==> src/rtl/spi_serializer.sv <==
`timescale 1ns/1ps
// spi_serializer: load-triggered SPI mode-0 transmit serializer with a divided SPI clock.
// Define SPI_LSB_FIRST_EN to shift frames LSB first; the default is MSB first.
module spi_serializer #(
    parameter int DATA_WIDTH = 32,
    parameter int FRAME_BITS = 24,
    parameter int CLK_DIV    = 8
) (
    input  logic                  clk,
    input  logic                  rst_n,
    input  logic [DATA_WIDTH-1:0] Data_Register,
    input  logic                  ld,
    output logic                  DataBit,
    output logic                  SPI_clk,
    output logic                  CS
);
    localparam int CW = FRAME_BITS > 1 ? $clog2(FRAME_BITS) : 1;
    localparam int DW = CLK_DIV > 1 ? $clog2(CLK_DIV) : 1;

    typedef enum logic [1:0] {IDLE, LOW, HIGH, HOLD} state_t;

    state_t                r_state, w_state;
    logic [DW-1:0]         r_div, w_div;
    logic [CW-1:0]         r_cnt, w_cnt, w_idx;
    logic [FRAME_BITS-1:0] r_shreg, w_shreg;
    logic                  r_cs, w_cs, r_sclk, w_sclk, r_bit, w_bit;
    logic                  w_last, w_first, w_unused;

    // r_cnt counts the bits still to be sent after the current one
`ifdef SPI_LSB_FIRST_EN
    assign w_first = Data_Register[0];
    assign w_idx   = CW'(FRAME_BITS) - r_cnt;
`else
    assign w_first = Data_Register[FRAME_BITS-1];
    assign w_idx   = r_cnt - 1'b1;
`endif

    assign w_last   = r_div == DW'(CLK_DIV - 1);
    assign w_unused = ^Data_Register;
    assign DataBit  = r_bit;
    assign SPI_clk  = r_sclk;
    assign CS       = r_cs;

    always_comb begin
        w_state = r_state;
        w_cnt   = r_cnt;
        w_shreg = r_shreg;
        w_cs    = r_cs;
        w_sclk  = r_sclk;
        w_bit   = r_bit;
        w_div   = (r_state == IDLE || w_last) ? '0 : r_div + 1'b1;
        unique case (r_state)
            IDLE: if (ld) begin
                w_state = LOW;
                w_cnt   = CW'(FRAME_BITS - 1);
                w_shreg = Data_Register[FRAME_BITS-1:0];
                w_cs    = 1'b0;
                w_bit   = w_first;
            end
            LOW: if (w_last) begin
                w_sclk  = 1'b1;
                w_state = HIGH;
            end
            HIGH: if (w_last) begin
                w_sclk = 1'b0;
                if (r_cnt != '0) begin
                    w_bit   = r_shreg[w_idx];
                    w_cnt   = r_cnt - 1'b1;
                    w_state = LOW;
                end else begin
                    w_state = HOLD;
                end
            end
            HOLD: if (w_last) begin
                w_cs    = 1'b1;
                w_bit   = 1'b0;
                w_state = IDLE;
            end
            default: w_state = IDLE;
        endcase
    end

    always_ff @(posedge clk or negedge rst_n) begin
        if (!rst_n) begin
            r_state <= IDLE;
            r_div   <= '0;
            r_cnt   <= '0;
            r_shreg <= '0;
            r_cs    <= 1'b1;
            r_sclk  <= 1'b0;
            r_bit   <= 1'b0;
        end else begin
            r_state <= w_state;
            r_div   <= w_div;
            r_cnt   <= w_cnt;
            r_shreg <= w_shreg;
            r_cs    <= w_cs;
            r_sclk  <= w_sclk;
            r_bit   <= w_bit;
        end
    end
endmodule

==> config.mk <==
export PLATFORM = sky130hd
export DESIGN_NAME = spi_serializer
export DESIGN_NICKNAME = d
export VERILOG_FILES = /design/src/rtl/spi_serializer.sv
export SDC_FILE = /design/constraint.sdc
export NUM_CORES = 1
export LEC_CHECK = 0
export CAP_MARGIN = 40
export CORE_MARGIN = 8
export CORE_UTILIZATION = 50
export DETAILED_ROUTE_END_ITERATION = 7
export DONT_BUFFER_PORTS = 1
export PLACE_DENSITY = 0.68
export SYNTH_ARGS = -nofsm -noshare
export SYNTH_HDL_FRONTEND = slang
export SYNTH_SLANG_ARGS = --single-unit
export TNS_END_PERCENT = 1
==> constraint.sdc <==
create_clock -name clk -period 1.95 [get_ports clk]
set_input_delay 0.39 -clock clk [delete_from_list [all_inputs] [get_ports clk]]
set_output_delay 0.39 -clock clk [all_outputs]
set_load 0.02 [all_outputs]
==> impl_metrics.env <==
export IMPL_crit_chain="buf_6, mux4_1, mux2_2, a221oi_4, o31ai_2"
export IMPL_critPathLaunchType="register"
export IMPL_synthesis_instances=148
export IMPL_dieArea_mm2=0.00591
export IMPL_reg2reg_depth=5
export IMPL_holdPathEnd="r_shreg[15]"
export IMPL_hold_violations=0
export IMPL_ios=38
export IMPL_ys_ff_latch=37
export IMPL_gp_congestion=0.907
export IMPL_cts_root_buf="clkbuf_8"
export IMPL_cellPowerDensity_mw_per_mm2=1600
export IMPL_area_delta_synth_final_pct=14.5
export IMPL_drive_gt1_share_pct=38.3
export IMPL_viasPerCell=5.71
export IMPL_hold_ws_ns=0.245
export IMPL_drcViolationCount=0
export IMPL_grt_max_degree=38
export IMPL_synth_seq_area_share_pct=50.1
export IMPL_grt_usage_pct=12.4
export IMPL_worst_ir_drop_vdd_mv=0.713
export IMPL_grt_pass1_vias=1174
export IMPL_fmax_mhz=530
export IMPL_maxCapViolations=0
export IMPL_status="completed"
export IMPL_max_slew_margin_pct=76.0
export IMPL_cpPeakStageDelay_ns=0.53
export IMPL_path_buf_inv=1
export IMPL_min_path_cells=1
export IMPL_syn_nets=186
export IMPL_drt_first_iter_violations=73
export IMPL_core_area_mm2=0.00361
export IMPL_grt_first_pass_wirelength_um=5800
export IMPL_critPathRequiredTime_ns=2.13
export IMPL_cp_end_kind="register"
export IMPL_row_count=22
export IMPL_min_path_type="input pin to register"
export IMPL_min_from="Data_Register[15]"
export IMPL_nets=199
export IMPL_worstReg2RegStart="r_cnt[0]"
export IMPL_setup_viol_count_final=0
export IMPL_clk_pin_slew_ns=0.08
export IMPL_antenna_found_initial=0
export IMPL_path_delay_family="multiplexers"
export IMPL_synth_area_per_cell_um2=12.5
export IMPL_critPathArrivalTime_ns=2.07
export IMPL_worst_pin_slew_ns=0.356
export IMPL_drtAntennaViolNets=0
export IMPL_ys_warn_count=0
export IMPL_diodes=0
export IMPL_hpwlAfterDp_um=2540
export IMPL_crit_fanout=6
export IMPL_final_max_slew_violation_count=0
export IMPL_rrSetupSlack_ns=0.06
export IMPL_start_util_pct=51.4
export IMPL_wl_per_cell_um=17.0
export IMPL_syn_area_mm2=0.00185
export IMPL_final_period_utilization_pct=96.8
export IMPL_numPortBuffers=0
export IMPL_die_w_um=76.9
export IMPL_first_pass_iters=4
export IMPL_cts_sinks=37
export IMPL_fin_crit_ns=1.89
export IMPL_synth_cell_types=35
export IMPL_numCtsBuffers=5
export IMPL_htreeDepth=2
export IMPL_vias=1199
export IMPL_die_h_um=76.9
export IMPL_p_leak_nw=0.897
export IMPL_slowest_stage="mux4_1"
export IMPL_clk_latency_ns=0.29
export IMPL_cts_tree="built"
export IMPL_clockBufferDepth=2
export IMPL_crit_reg2reg_capture="DataBit"
export IMPL_grt_overflow_total=0
export IMPL_critical_path_class="register to register"
export IMPL_routed_wl_um=3560
export IMPL_clock_skew_ns=0.0115
export IMPL_finalSetupTns_ns=0
## layout by cell type, fill, tap and decap left out, types with 2 or more instances in the layout
master and instances:
inv_1 5, buf_4 11, nor2_1 7, mux2_2 27
and2_1 2, nand2_1 9, ha_1 2, dfrtp_1 36
clkinv_2 2, o21ai_0 13, nor3b_2 2, clkbuf_8 5
nor2b_1 3, mux4_2 2, a21oi_1 4, mux4_1 4
## state kept, by name, indices dropped and copies added (netlist names)
signal	flops
r_div	3
r_cnt	5
CS	1
r_state	2
SPI_clk	1
r_shreg	24
DataBit	1
## cells by family (layout without fill, tap and decap cells)
family | after synthesis | in the layout | share of synthesized area [%]
XOR/XNOR | 2 | 2 | 0.946
multiplexers | 34 | 34 | 25.5
AND/OR/NAND/NOR | 31 | 31 | 8.65
adder cells (fa/ha/maj) | 3 | 3 | 2.03
flip-flops | 37 | 37 | 50.1
AO/OA/AOI/OAI | 26 | 26 | 9.12
buffers and inverters | 15 | 29 | 3.72
## where the power goes
| part | total (W) | internal, W | leakage, nW | switching, W |
|---|---|---|---|---|
| logic | 0.00145 | 0.000891 | 0.422 | 0.000564 |
| clock network | 0.000510 | 0.000247 | 0.0450 | 0.000263 |
| registers | 0.00142 | 0.00114 | 0.430 | 0.000286 |
## layout make-up
cell class | instances | area, um^2
sequential | 37 | 927
timing repair buffer | 15 | 129
fill | 302 | 1490
clock inverter | 2 | 10.0
inverter | 6 | 22.5
tap | 48 | 60.1
clock buffer | 6 | 72.6
multi-input combinational | 96 | 900
## layer usage
metal,GRT usage [%],vias to the layer above,share of wire [%]
li1,-,562,-
met1,14.3,602,43
met2,18.5,29,48
met3,6.29,6,7.9
met4,5.77,0,1.8
met5,0,-,0
## worst max path at each step
stage	from	endpoint	slack, ns	cells past startpoint
finish	r_cnt[0]	DataBit	0.06	5
global route	r_cnt[0]	DataBit	-0.03	8
CTS	r_cnt[0]	DataBit	0.01	5
detailed placement	r_cnt[1]	DataBit	-0.07	6
global placement	r_cnt[1]	DataBit	-0.02	6
floorplan	r_cnt[0]	DataBit	0.004	8
## cells in the mapped netlist
cell type,instances,area share [%]
a22o_1,1,0.47
mux2_2,27,16
buf_6,1,0.61
dfstp_2,1,1.4
o31ai_2,1,0.68
nor3_1,1,0.27
buf_1,1,0.20
a211o_1,1,0.47
and4b_1,1,0.54
a22oi_1,1,0.41
o31ai_1,1,0.41
nor2b_1,3,1.0
nor4b_1,1,0.47
nand2_1,9,1.8
clkbuf_1,3,0.61
xor2_1,2,0.95
a221oi_2,1,0.81
nor2_1,7,1.4
a21oi_1,4,1.1
nor4_1,2,0.68
buf_2,4,1.1
nand3_1,1,0.27
mux2i_1,1,0.54
o21bai_1,1,0.41
or2_2,1,0.34
ha_1,3,2.0
and2_1,2,0.68
a31oi_1,1,0.34
o21ai_0,13,3.5
nor3b_1,2,0.81
o31a_2,1,0.54
and3_1,1,0.34
mux4_1,6,8.5
inv_1,6,1.2
dfrtp_1,36,49
## repair_timing
action,in CTS,in global routing
hold endpoints to repair,37,0
setup buffers,0,1
endpoints found under the setup margin,1,1
pin swaps,0,2
gates resized for setup,3,8
hold buffers,2,0
gates cloned,0,1
## stage by stage
stage          utilization, %  std cells  worst slack, ns  power (W)  instance area, um^2
2_1_floorplan               -        148          0.00381    0.00239                 1860
3_3_place_gp             54.2        198          -0.0187    0.00264                 1950
3_5_place_dp             54.2        198          -0.0660    0.00271                 1950
4_1_cts                  57.7        208           0.0134    0.00328                 2080
5_1_grt                  58.8        210          -0.0322    0.00362                 2120
6_report                 58.8        210           0.0615    0.00339                 2120
No activity file was read; power rests on OpenSTA's default activity.
